==> config.mk <==
export PLATFORM = sky130hd
export DESIGN_NAME = musicbox_input_conditioner_flat
export DESIGN_NICKNAME = d
export VERILOG_FILES = /design/src/rtl/musicbox_input_conditioner_pkg.sv /design/src/rtl/musicbox_input_conditioner_if.sv /design/src/rtl/musicbox_debounce_channel.sv /design/src/rtl/musicbox_input_conditioner.sv /design/src/flat_wrapper.sv
export SDC_FILE = /design/constraint.sdc
export NUM_CORES = 1
export LEC_CHECK = 0
export ABC_AREA = 0
export ABC_CLOCK_PERIOD_IN_PS = 6700
export BUFFER_PORTS_ARGS = -buffer_cell sky130_fd_sc_hd__buf_2
export CAP_MARGIN = 0
export CORE_ASPECT_RATIO = 0.6
export CORE_MARGIN = 2
export CORE_UTILIZATION = 43
export CTS_CLUSTER_DIAMETER = 80
export CTS_CLUSTER_SIZE = 24
export DETAILED_ROUTE_END_ITERATION = 8
export SLEW_MARGIN = 0
export SYNTH_ARGS = -nofsm -noshare
export SYNTH_HDL_FRONTEND = slang
export SYNTH_SLANG_ARGS = --single-unit
==> constraint.sdc <==
create_clock -name clock_50Mhz -period 6.7 [get_ports clock_50Mhz]
set_input_delay 0 -clock clock_50Mhz [delete_from_list [all_inputs] [get_ports clock_50Mhz]]
set_output_delay 0 -clock clock_50Mhz [all_outputs]
set_load 0.005 [all_outputs]
==> src/rtl/musicbox_input_conditioner_pkg.sv <==
// Shared channel map and constants for the music box input conditioner.
package musicbox_input_pkg;

  localparam int NUM_BUTTONS  = 4;
  localparam int NUM_KEYS     = 6;
  localparam int NUM_CHANNELS = 10;

  localparam int CH_PLAYSONG0     = 0;
  localparam int CH_PLAYSONG1     = 1;
  localparam int CH_MAKERECORDING = 2;
  localparam int CH_PLAYRECORDING = 3;
  localparam int CH_KEY0          = 4;

  localparam int DEFAULT_DEBOUNCE_MS = 20;

  typedef logic [NUM_CHANNELS-1:0] chan_vec_t;

  // Adds k to a 16-bit count and pins the result at all-ones.
  function automatic logic [15:0] sat_inc16(input logic [15:0] a, input logic [3:0] k);
    logic [16:0] sum;
    sum = {1'b0, a} + {13'b0, k};
    return sum[16] ? 16'hFFFF : sum[15:0];
  endfunction

endpackage

==> src/rtl/musicbox_input_conditioner_if.sv <==
// Raw GPIO in / conditioned levels and pulses out; master drives raw inputs, slave is the conditioner.
interface musicbox_input_conditioner_if;
  import musicbox_input_pkg::*;

  logic                   clock_1Khz;
  logic [NUM_BUTTONS-1:0] raw_buttons_n;
  logic [NUM_KEYS-1:0]    raw_music_key_n;
  logic [NUM_BUTTONS-1:0] stable_buttons_n;
  logic [NUM_KEYS-1:0]    stable_music_key_n;
  chan_vec_t              press_pulse;
  chan_vec_t              release_pulse;
  logic [15:0]            glitch_count;

  modport master (
    output clock_1Khz, raw_buttons_n, raw_music_key_n,
    input  stable_buttons_n, stable_music_key_n, press_pulse, release_pulse, glitch_count
  );

  modport slave (
    input  clock_1Khz, raw_buttons_n, raw_music_key_n,
    output stable_buttons_n, stable_music_key_n, press_pulse, release_pulse, glitch_count
  );

endinterface

==> src/rtl/musicbox_debounce_channel.sv <==
// One active-low input channel: synchroniser, tick-based debounce counter, registered edge pulses.
// Release-pulse flop exists only when MUSICBOX_INPUT_RELEASE_PULSE_EN is defined.
module musicbox_debounce_channel
  import musicbox_input_pkg::*;
#(
  parameter int DEBOUNCE_MS = DEFAULT_DEBOUNCE_MS,
  parameter int SYNC_STAGES = 2
) (
  input  logic clock_50Mhz,
  input  logic reset_n,
  input  logic i_tick,
  input  logic i_raw_n,
  output logic o_stable_n,
  output logic o_press,
  output logic o_release,
  output logic o_abort
);

  localparam int CW = $clog2(DEBOUNCE_MS + 1);
  localparam logic [CW-1:0] C_LAST = CW'(DEBOUNCE_MS - 1);

  logic [SYNC_STAGES-1:0] r_sync;
  logic                   r_q;
  logic [CW-1:0]          r_cnt;
  logic                   r_press;
  logic                   w_s;
  logic                   w_accept;

  assign w_s      = r_sync[SYNC_STAGES-1];
  assign w_accept = (w_s != r_q) && i_tick && (r_cnt == C_LAST);
  // A half-counted change that falls back to the accepted level is a rejected glitch.
  assign o_abort  = (w_s == r_q) && (r_cnt != '0);

  always_ff @(posedge clock_50Mhz or negedge reset_n) begin
    if (!reset_n) begin
      r_sync  <= '1;
      r_q     <= 1'b1;
      r_cnt   <= '0;
      r_press <= 1'b0;
    end else begin
      r_sync  <= {r_sync[SYNC_STAGES-2:0], i_raw_n};
      r_press <= w_accept & ~w_s;
      if (w_s == r_q) begin
        r_cnt <= '0;
      end else if (i_tick) begin
        if (r_cnt == C_LAST) begin
          r_q   <= w_s;
          r_cnt <= '0;
        end else begin
          r_cnt <= r_cnt + CW'(1);
        end
      end
    end
  end

`ifdef MUSICBOX_INPUT_RELEASE_PULSE_EN
  logic r_release;

  always_ff @(posedge clock_50Mhz or negedge reset_n) begin
    if (!reset_n) begin
      r_release <= 1'b0;
    end else begin
      r_release <= w_accept & w_s;
    end
  end

  assign o_release = r_release;
`else
  assign o_release = 1'b0;
`endif

  assign o_stable_n = r_q;
  assign o_press    = r_press;

endmodule

==> src/rtl/musicbox_input_conditioner.sv <==
// Debounces 4 control buttons and 6 music keys; owns the 1 kHz tick and the glitch counter.
// Optional release pulses: define MUSICBOX_INPUT_RELEASE_PULSE_EN.
module musicbox_input_conditioner
  import musicbox_input_pkg::*;
#(
  parameter int DEBOUNCE_MS = DEFAULT_DEBOUNCE_MS,
  parameter int SYNC_STAGES = 2
) (
  input  logic                         clock_50Mhz,
  input  logic                         reset_n,
  musicbox_input_conditioner_if.slave  bus
);

  logic [1:0]  r_clk1k_sync;
  logic        r_clk1k_prev;
  logic [15:0] r_glitch_count;
  logic        w_tick;
  chan_vec_t   w_raw;
  chan_vec_t   w_stable;
  chan_vec_t   w_press;
  chan_vec_t   w_release;
  chan_vec_t   w_abort;
  logic [3:0]  w_abort_cnt;

  // clock_1Khz is data only: synchronise it and take one cycle per rising edge.
  assign w_tick = r_clk1k_sync[1] & ~r_clk1k_prev;
  assign w_raw  = {bus.raw_music_key_n, bus.raw_buttons_n};

  always_ff @(posedge clock_50Mhz or negedge reset_n) begin
    if (!reset_n) begin
      r_clk1k_sync <= '0;
      r_clk1k_prev <= 1'b0;
    end else begin
      r_clk1k_sync <= {r_clk1k_sync[0], bus.clock_1Khz};
      r_clk1k_prev <= r_clk1k_sync[1];
    end
  end

  for (genvar g = 0; g < NUM_CHANNELS; g++) begin : g_ch
    musicbox_debounce_channel #(
      .DEBOUNCE_MS (DEBOUNCE_MS),
      .SYNC_STAGES (SYNC_STAGES)
    ) u_ch (
      .clock_50Mhz (clock_50Mhz),
      .reset_n     (reset_n),
      .i_tick      (w_tick),
      .i_raw_n     (w_raw[g]),
      .o_stable_n  (w_stable[g]),
      .o_press     (w_press[g]),
      .o_release   (w_release[g]),
      .o_abort     (w_abort[g])
    );
  end

  always_comb begin
    w_abort_cnt = '0;
    for (int i = 0; i < NUM_CHANNELS; i++) begin
      w_abort_cnt = w_abort_cnt + {3'b0, w_abort[i]};
    end
  end

  always_ff @(posedge clock_50Mhz or negedge reset_n) begin
    if (!reset_n) begin
      r_glitch_count <= '0;
    end else begin
      r_glitch_count <= sat_inc16(r_glitch_count, w_abort_cnt);
    end
  end

  assign bus.stable_buttons_n   = w_stable[NUM_BUTTONS-1:0];
  assign bus.stable_music_key_n = w_stable[CH_KEY0 +: NUM_KEYS];
  assign bus.press_pulse        = w_press;
  assign bus.release_pulse      = w_release;
  assign bus.glitch_count       = r_glitch_count;

endmodule

==> src/flat_wrapper.sv <==
// flat-port wrapper written by rule: the top's interface ports become plain ports
module musicbox_input_conditioner_flat import musicbox_input_pkg::*;
#(
  parameter int DEBOUNCE_MS = DEFAULT_DEBOUNCE_MS,
  parameter int SYNC_STAGES = 2
)
  (clock_50Mhz, reset_n, bus_clock_1Khz, bus_raw_buttons_n, bus_raw_music_key_n, bus_stable_buttons_n, bus_stable_music_key_n, bus_press_pulse, bus_release_pulse, bus_glitch_count);
  musicbox_input_conditioner_if bus_i ();
  input  logic clock_50Mhz;
  input  logic reset_n;
  input wire logic [$bits(bus_i.clock_1Khz)-1:0] bus_clock_1Khz;
  input wire logic [$bits(bus_i.raw_buttons_n)-1:0] bus_raw_buttons_n;
  input wire logic [$bits(bus_i.raw_music_key_n)-1:0] bus_raw_music_key_n;
  output wire logic [$bits(bus_i.stable_buttons_n)-1:0] bus_stable_buttons_n;
  output wire logic [$bits(bus_i.stable_music_key_n)-1:0] bus_stable_music_key_n;
  output wire logic [$bits(bus_i.press_pulse)-1:0] bus_press_pulse;
  output wire logic [$bits(bus_i.release_pulse)-1:0] bus_release_pulse;
  output wire logic [$bits(bus_i.glitch_count)-1:0] bus_glitch_count;
  assign bus_i.clock_1Khz = bus_clock_1Khz;
  assign bus_i.raw_buttons_n = bus_raw_buttons_n;
  assign bus_i.raw_music_key_n = bus_raw_music_key_n;
  assign bus_stable_buttons_n = bus_i.stable_buttons_n;
  assign bus_stable_music_key_n = bus_i.stable_music_key_n;
  assign bus_press_pulse = bus_i.press_pulse;
  assign bus_release_pulse = bus_i.release_pulse;
  assign bus_glitch_count = bus_i.glitch_count;
  musicbox_input_conditioner #(.DEBOUNCE_MS(DEBOUNCE_MS), .SYNC_STAGES(SYNC_STAGES)) u_core (.clock_50Mhz(clock_50Mhz), .reset_n(reset_n), .bus(bus_i));
endmodule
==> results of run 1 <==
## what timing repair did
action,4_1_cts,5_1_grt
endpoints found under the setup margin,0,0
hold endpoints to repair,48,0
hold buffers,12,0
## path summary, 6_finish.rpt
| kind | to | slack [ns] | cells after the start |
|---|---|---|---|
| max in group asynchronous | u_core.g_ch[4].u_ch.r_cnt[1] | 5.30 | 3 |
| setup / recovery | u_core.bus.glitch_count[0] | 1.01 | 16 |
| min in group clock_50Mhz | u_core.r_clk1k_sync[0] | 0.29 | 2 |
| setup reg to reg | u_core.bus.glitch_count[0] | 1.01 | 16 |
| hold reg to reg | u_core.g_ch[1].u_ch.r_sync[1] | 0.36 | 0 |
| hold / removal | u_core.g_ch[1].u_ch.o_press | 0.21 | 2 |
## Yosys cell counts (13+ instances only)
cell type	instances	share of area
nor3b_1	20	0.026
a21oi_1	43	0.038
ha_1	29	0.064
buf_4	30	0.039
inv_1	44	0.029
nand3b_1	13	0.017
or3_1	20	0.022
nor3_1	14	0.012
dfstp_2	30	0.14
o21ai_0	25	0.022
xnor2_1	13	0.020
dfrtp_1	79	0.35
nor2b_1	25	0.027
nand2_1	67	0.044
nor2_1	16	0.011
## cells in the final DEF, fill, tap and decap left out, types with 7 or more instances in the layout
cell type      synthesis  routed
nor3_1                14      14
conb_1                 1      10
a21oi_1               43      43
nand4_1               12      12
xor2_1                12      12
mux2_2                10      10
buf_2                  4      47
ha_1                  29      29
inv_1                 44      44
clkbuf_16              0       9
dfstp_2               30      30
dfrtp_1               79      79
o21ai_0               25      25
nand2_1               67      67
dlygate4sd3_1          0      12
xnor2_1               13      13
nor2_1                16      16
nor3b_1               20      20
nor2b_1               25      24
or3_1                 20      20
o41ai_1                9       9
nand3b_1              13      13
fa_1                   7       7
## area by class of cell
| cell class | instances | share of cell area |
|---|---|---|
| clock inverters | 7 | 0.0114 |
| inverters | 44 | 0.0259 |
| flip-flops and latches | 109 | 0.434 |
| well taps | 170 | 0.0334 |
| repair buffers | 63 | 0.0605 |
| multi-input cells | 376 | 0.400 |
| clock buffers | 9 | 0.0353 |
## sequential cells by signal, indices dropped and copies added, names as in the netlist
register and flops:
u_core.g_ch.u_ch.r_cnt 50, u_core.g_ch.u_ch.o_stable_n 10, u_core.r_clk1k_prev 1, u_core.r_clk1k_sync 2, u_core.bus.glitch_count 16, u_core.g_ch.u_ch.r_sync 20, u_core.g_ch.u_ch.o_press 10
## critical path, cell delays in order, from the launching register on
cell	delay, ns
dfrtp_1	0.42
inv_1	0.07
ha_1	0.13
inv_1	0.03
o41a_1	0.38
ha_1	0.28
inv_1	0.05
fa_1	0.51
fa_1	0.52
fa_1	0.52
fa_1	0.47
fa_1	0.51
fa_1	0.44
nand2b_1	0.23
a211oi_4	0.42
nand2_1	0.38
or2b_1	0.26
## metrics by stage
stage / total power [uW] / cells / instance area (um^2) / worst slack (ns) / hold WS (ns)
finish: 1500 / 778 / 6370 / 1.01 / 0.212
floorplan: 892 / 568 / 5740 / 1.46 / -0.296
detailed placement: 971 / 750 / 5960 / 1.03 / 0.0758
global route: 1590 / 778 / 6370 / 0.718 / 0.276
CTS: 1520 / 778 / 6370 / 1.00 / 0.237
global placement: 961 / 750 / 5960 / 1.15 / 0.0693
## cell families after synthesis
family	after synthesis
adder cells (fa/ha/maj)	36
AND/OR/NAND/NOR	203
multiplexers	13
buffers and inverters	83
XOR/XNOR	25
AO/OA/AOI/OAI	89
flip-flops	109
other	1
## layer usage
layer,GRT usage,part of all wire,wire length [um]
met3,0.0399,0.031,323
met1,0.215,0.51,5350
met5,0,0,0
met2,0.256,0.45,4760
met4,0.0394,0.0092,97
## power breakdown
part           switching [uW]  internal (uW)  total [uW]
sequential               38.8            701         739
combinational             127           96.0         223
clock                     246            291         537
==> qor.yml, run 1 <==
critical_path:
  endpoint_kind: "flip-flop"
  criticalPathCategory: "flip-flop to flip-flop"
  cp_data_arrival_time_ns: 5.98
  r2r_start: "u_core.g_ch[1].u_ch.r_cnt[0]"
  worstPathRequired_ns: 6.99
  cp-startpoint: "u_core.g_ch[1].u_ch.r_cnt[0]"
  cp_max_fo: 13
  startpoint_type: "flip-flop"
global_routing:
  grt_max_degree: 60
  grt_pass1_vias: 3872
  grt_pass1_wl_um: 18200
  antenna_found_initial: 0
  grt_overflow: 0
  grt_util_all_layers: 0.158
timing:
  final_hold_viol_count: 0
  post-route-period-util: 0.849
  min_period_ns: 5.69
  worst_pin_slew_ns: 0.745
  drv_slew: 0
  slew_headroom: 0.504
  finalSetupTns_ns: 0
  setup_viol: 0
  skew_ns: 0.0101
  grt_setup_unrepaired: "no"
  fmax_mhz: 176
synth:
  ys.flop_type: "dfrtp_1"
  yosys_warnings: 0
  synth_top_family_by_area: "simple AND/OR/NAND/NOR gates"
  syn_inst: 559
  syn_avg_cell_area_um2: 10.2
  synthMuxAreaShare: 0.0261
  synth_compound_area_frac: 0.0961
  ys_seq_area_frac: 0.485
  synthArstFlopShare: 1.00
  ys_types: 46
  synth_seq_cells: 109
  synth-simple-area-share: 0.191
  synth_fa_ha_area_frac: 0.0882
  synth_xor_area_frac: 0.0384
  synth-edff-count: 0
  syn_area_mm2: 0.00571
die:
  pin_count: 59
  fp.dieW_um: 153
  start_util: 0.443
  dieArea_mm2: 0.0142
  rows: 32
  core_area_mm2: 0.0129
  die-height_um: 93.2
layout:
  seq_area_mm2: 0.00277
  nets: 652
  drive_gt1_frac: 0.189
  fillCellCount: 1183
  multi_input_area_mm2: 0.00255
  num_antenna_cells: 0
  syn_to_final_growth_pct: 11.7
  fin_util: 0.494
clock_tree:
  path_clk_slew_ns: 0.07
  clockBufferDepth: 2
  cts_tree: "built"
  cts-root-buf: "clkbuf_16"
  clk_latency_ns: 0.35
  cts.sinks: 109
  cts_buffers: 9
  cts_max_level: 3
  cts.repair.resized: 0
  post-cts-setup-buffer-count: 0
placed_design:
  hpwl_um: 7290
  io_buffers: 48
  routabilityCongestion: 0.813
route:
  ant_nets: 0
  route.detailed.drc: 0
  routedWlPerCell_um: 13.5
  vias: 3927
  vias_per_cell: 5.05
  wirelength_um: 10500
  dr.pass1.iters: 4
  first_iter_violations: 244
job:
  max_cap_violations: 0
power:
  peakVddDrop_mv: 0.125
  power.density_mw_per_mm2: 235
  leakagePower_uw: 0.00290
outcome:
  outcome: "completed"
worst_hold_path:
  hp-class: "primary input to async pin"
No activity file was read; power rests on OpenSTA's default activity.
==> run 2: changes to the inputs <==
ABC_CLOCK_PERIOD_IN_PS = 5400   (was 6700)
clock period = 5.4 ns   (was 6.7 ns; I/O delays follow)
==> run 2 against run 1 <==
Net effect:
- clock skew down 0.0044 ns
- fmax up 11%
- largest cell class unchanged
- highest routed layer unchanged
- count of clock-buffer cells in the layout up 3
- via count up 3.7%
- setup slack worse by 0.75 ns
- register-to-register slack worse by 0.75 ns
==> qor.yml, run 2 (synthesis gave the netlist of run 1 again) <==
outcome:
  outcome: "completed"
clock_tree:
  cts_tree: "built"
  cts_buffers: 9
  cts-root-buf: "clkbuf_16"
  cts_max_level: 3
  cts.sinks: 109
  path_clk_slew_ns: 0.07
  post-cts-setup-buffer-count: 0
  clk_latency_ns: 0.35
  clockBufferDepth: 2
layout:
  syn_to_final_growth_pct: 14.8
  regMostFlops: "u_core.g_ch.u_ch.r_cnt"
  nets: 669
  final_common_cell: "dfrtp_1"
  largest_register_ffs: 50
  drive_gt1_frac: 0.219
  fin_util: 0.508
  final_area_mm2: 0.00655
  layout_common_cells: "79 x dfrtp_1, 67 x nand2_1, 47 x buf_2"
  num_antenna_cells: 0
  fin_cells: 795
route:
  first_iter_violations: 286
  ant_nets: 0
  route.detailed.drc: 0
  vias: 4074
  routedWlPerCell_um: 13.7
  wirelength_um: 10900
  vias_per_cell: 5.12
  dr.pass1.iters: 5
die:
  rows: 32
  core_area_mm2: 0.0129
  fp.dieW_um: 153
  die-height_um: 93.2
  start_util: 0.443
  pin_count: 59
  dieArea_mm2: 0.0142
global_routing:
  grt_max_degree: 76
  grt_pass1_vias: 4032
  grt_pass1_wl_um: 18900
  met1_usage: 0.220
  gr-usage-met3: 0.0375
  grt_busiest_layer: "met2"
  antenna_found_initial: 0
  grt_util_all_layers: 0.162
  grt_overflow: 0
  met2_usage: 0.261
critical_path:
  cp_max_fo: 6
  startpoint_type: "flip-flop"
  criticalPathCategory: "flip-flop to flip-flop"
  worstPathRequired_ns: 5.64
  endpoint_kind: "flip-flop"
  cp_data_arrival_time_ns: 5.38
placed_design:
  hpwl_um: 7520
  placed_cell_area_mm2: 0.00608
  io_buffers: 48
  routabilityCongestion: 0.807
  placedCellCount: 767
power:
  clock_power_share: 0.360
  power.density_mw_per_mm2: 291
  p_sw_frac: 0.268
  power.switching_uw: 512
  p_int_uw: 1400
  peakVddDrop_mv: 0.151
  leakagePower_uw: 0.00300
  seq_power_share: 0.482
  combPwrFrac: 0.157
timing:
  grt_setup_unrepaired: "no"
  worst_pin_slew_ns: 1.14
  fmax_mhz: 194
  setup_viol: 0
  finalSetupTns_ns: 0
  final_hold_viol_count: 0
  slew_headroom: 0.239
  drv_slew: 0
  skew_ns: 0.00568
  min_period_ns: 5.14
  post-route-period-util: 0.953
worst_hold_path:
  hp-class: "primary input to async pin"
job:
  max_cap_violations: 0
==> run 2: cell count changes in the layout (fill, tap and decap cells not counted), sizes merged <==
cell	previous run	this run
clkinv	2	3
inv	46	44
clkinvlp	2	0
clkbuf	9	12
buf	51	68
==> run 2: layer usage <==
metal  up-vias  share of wire
li1       1986              -
met1      1998           0.48
met5         -              0
met2        78           0.46
met4         0          0.013
met3        12          0.043
==> run 2: critical path: stages, from the launching register on <==
cell and delay [ns]:
dfrtp_1 0.38, inv_1 0.06, ha_1 0.13, inv_1 0.04, o41a_1 0.38, ha_1 0.28, inv_1 0.05, fa_1 0.50
fa_1 0.56, fa_1 0.43, fa_2 0.37, fa_2 0.48, fa_2 0.39, nand2b_4 0.16, a211oi_4 0.38, nand3_2 0.12
mux2_4 0.31
==> run 2: metrics by stage <==
step	hold WS (ns)	setup WS, ns	power [uW]
final	0.133	0.255	1910
after global placement	-0.0281	0.0884	1210
after global routing	0.167	0.0339	2020
after floorplan	-0.296	0.161	1110
after detailed placement	-0.0276	0.0228	1220
after CTS	0.140	0.00982	1920
==> run 2: area by class of cell <==
| cell class | instances | area, um^2 |
|---|---|---|
| fill | 1180 | 6340 |
| sequential | 109 | 2770 |
| multi-input combinational | 376 | 2580 |
| timing repair buffer | 80 | 513 |
| clock buffer | 12 | 256 |
| tap | 170 | 213 |
| inverter | 44 | 165 |
| clock inverter | 4 | 56.3 |
==> run 2: power groups by stage <==
stage,clock (uW),combinational [uW],sequential [uW]
global route,743,347,928
finish,687,301,920
CTS,709,293,918
detailed placement,0,285,932
floorplan,0,183,924
global placement,0,277,931
==> run 2: timing repair <==
action,CTS,global route
hold buffers,12,0
endpoints found under the setup margin,0,16
resized for setup,0,8
hold endpoints to repair,45,0
==> run 2: final timing paths <==
kind / startpoint / to / slack [ns] / cells past startpoint
worst max-delay path: u_core.g_ch[1].u_ch.r_cnt[1] / u_core.bus.glitch_count[14] / 0.26 / 16
worst min-delay path: reset_n / u_core.g_ch[1].u_ch.o_press / 0.13 / 2
worst max register to register: u_core.g_ch[1].u_ch.r_cnt[1] / u_core.bus.glitch_count[14] / 0.26 / 16
worst min register to register: u_core.r_clk1k_sync[0] / u_core.r_clk1k_sync[1] / 0.35 / 0
max in group asynchronous: reset_n / u_core.bus.glitch_count[2] / 3.96 / 3
min in group clock_50Mhz: bus_raw_buttons_n[3] / u_core.g_ch[3].u_ch.r_sync[0] / 0.28 / 2
==> run 3: changes to the inputs <==
--- a/config.mk
+++ b/config.mk
@@ -14,2 +14,3 @@
 export CORE_UTILIZATION = 43
+export CTS_BUF_LIST = sky130_fd_sc_hd__clkbuf_2
 export CTS_CLUSTER_DIAMETER = 80
@@ -17,2 +18,3 @@
 export DETAILED_ROUTE_END_ITERATION = 8
+export GPL_ROUTABILITY_DRIVEN = 0
 export SLEW_MARGIN = 0
--- a/constraint.sdc
+++ b/constraint.sdc
@@ -3,2 +3,2 @@
 set_output_delay 0 -clock clock_50Mhz [all_outputs]
-set_load 0.005 [all_outputs]
+set_load 0.05 [all_outputs]
==> run 3 against run 2 <==
Net effect:
- flip-flop and latch count stayed put
- combinational power is 41% higher
- setup slack worse by 0.0084 ns
- global-route usage up 0.21 points
- clock power is 44% lower
- largest cell class unchanged
- critical path depth unchanged
- largest power group unchanged
- utilization shrank 0.48 points
- design area decreased by 0.94%
- register-to-register slack hardly changed
==> qor.yml, run 3 (synthesis gave the netlist of run 1 again) <==
layout:
  layout_common_cells: "79 x dfrtp_1, 67 x nand2_1, 47 x buf_2"
  final_common_cell: "dfrtp_1"
  fin_cells: 809
  num_antenna_cells: 0
  syn_to_final_growth_pct: 13.7
  drive_gt1_frac: 0.214
  largest_register_ffs: 50
  nets: 683
  regMostFlops: "u_core.g_ch.u_ch.r_cnt"
route:
  vias: 4162
  wirelength_um: 11100
  first_iter_violations: 303
  routedWlPerCell_um: 13.7
  vias_per_cell: 5.14
  dr.pass1.iters: 5
  ant_nets: 0
  route.detailed.drc: 0
global_routing:
  met1_usage: 0.224
  antenna_found_initial: 0
  grt_pass1_vias: 4061
  met2_usage: 0.264
  grt_pass1_wl_um: 18900
  grt_overflow: 0
  gr-usage-met3: 0.0380
  grt_max_degree: 76
  grt_util_all_layers: 0.164
  grt_busiest_layer: "met2"
die:
  core_area_mm2: 0.0129
  dieArea_mm2: 0.0142
  start_util: 0.443
  die-height_um: 93.2
  rows: 32
  fp.dieW_um: 153
  pin_count: 59
timing:
  grt_setup_unrepaired: "no"
  final_hold_viol_count: 0
  slew_headroom: 0.244
  post-route-period-util: 0.954
  skew_ns: 0.0145
  drv_slew: 0
  min_period_ns: 5.15
  timing.hold.ws_ns: 0.376
  setup_ws_ns: 0.247
  fmax_mhz: 194
  worst_pin_slew_ns: 1.13
  finalSetupTns_ns: 0
  setup_viol: 0
critical_path:
  endpoint_kind: "flip-flop"
  cp_data_arrival_time_ns: 5.69
  cp_max_fo: 6
  cpMaxStageDelayCell: "fa_1"
  cpLargestDelayFamily: "adder cells"
  cp_slowest_stage_delay_ns: 0.56
  startpoint_type: "flip-flop"
  cp_cell_sequence: "inv_1 > ha_1 > inv_1 > o41a_1 > ha_1 > inv_1 > fa_1 > fa_1 > fa_1 > fa_2 > fa_2 > fa_2 > nand2b_4 > a211oi_4 > nand3_2 > mux2_4"
  cp_num_buf_inv: 3
  criticalPathCategory: "flip-flop to flip-flop"
  worstPathRequired_ns: 5.94
clock_tree:
  clk_latency_ns: 0.60
  cts_max_level: 3
  cts-root-buf: "clkbuf_2"
  path_clk_slew_ns: 0.28
  cts.sinks: 109
  cts_tree: "built"
  clockBufferDepth: 2
  cts_buffers: 9
power:
  power.switching_uw: 603
  power_uw: 1730
  seq_power_share: 0.534
  peakVddDrop_mv: 0.116
  p_int_uw: 1130
  p_sw_frac: 0.349
  leakagePower_uw: 0.00298
  clock_power_share: 0.221
  combPwrFrac: 0.245
  power.density_mw_per_mm2: 266
job:
  max_cap_violations: 0
outcome:
  outcome: "completed"
placed_design:
  placedCellCount: 767
  pre_cts_ws_ns: 0.0228
  io_buffers: 48
  hpwl_um: 7520
worst_hold_path:
  hp-class: "flip-flop to flip-flop"
-- run 3: metrics by stage --
step,utilization,instance area [um^2]
5_1_grt,0.503,6490
3_3_place_gp,0.472,6080
3_5_place_dp,0.472,6080
4_1_cts,0.500,6450
6_report,0.503,6490
2_1_floorplan,-,5740
-- run 3: power by group through the flow --
stage	Combinational, uW	Clock [uW]	Sequential (uW)
2_1_floorplan	196	0	1020
3_3_place_gp	392	0	931
3_5_place_dp	400	0	932
4_1_cts	415	403	921
5_1_grt	470	433	931
6_report	424	382	923
-- run 3: final timing paths --
check                                         startpoint                            end  slack, ns  depth (start not counted)
max                         u_core.g_ch[1].u_ch.r_cnt[0]    u_core.bus.glitch_count[14]       0.25                         16
min                        u_core.g_ch[0].u_ch.r_sync[0]  u_core.g_ch[0].u_ch.r_sync[1]       0.38                          0
max reg2reg                 u_core.g_ch[1].u_ch.r_cnt[0]    u_core.bus.glitch_count[14]       0.25                         16
min reg2reg                u_core.g_ch[0].u_ch.r_sync[0]  u_core.g_ch[0].u_ch.r_sync[1]       0.38                          0
max in group asynchronous                        reset_n    u_core.g_ch[2].u_ch.o_press       3.53                          4
min in group asynchronous                        reset_n  u_core.g_ch[9].u_ch.r_sync[0]       0.51                          3
-- run 3: area by class of cell --
type                       count  area (um^2)
timing repair buffer          94          651
inverter                      44          165
tap                          170          213
clock inverter                 6         63.8
clock buffer                  10         50.0
multi-input combinational    376         2580
sequential                   109         2770
fill                        1202         6400
-- run 3: routing by layer --
| metal | part of all wire | wire length, um |
|---|---|---|
| met1 | 0.48 | 5360 |
| met2 | 0.46 | 5090 |
| met3 | 0.045 | 496 |
| met4 | 0.014 | 152 |
| met5 | 0 | 0 |
-- run 3: repair_timing --
action / CTS / global route
hold buffers: 25 / 0
gates resized for setup: 0 / 8
endpoints found under the setup margin: 0 / 16
hold endpoints to repair: 45 / 0
setup buffers: 0 / 1
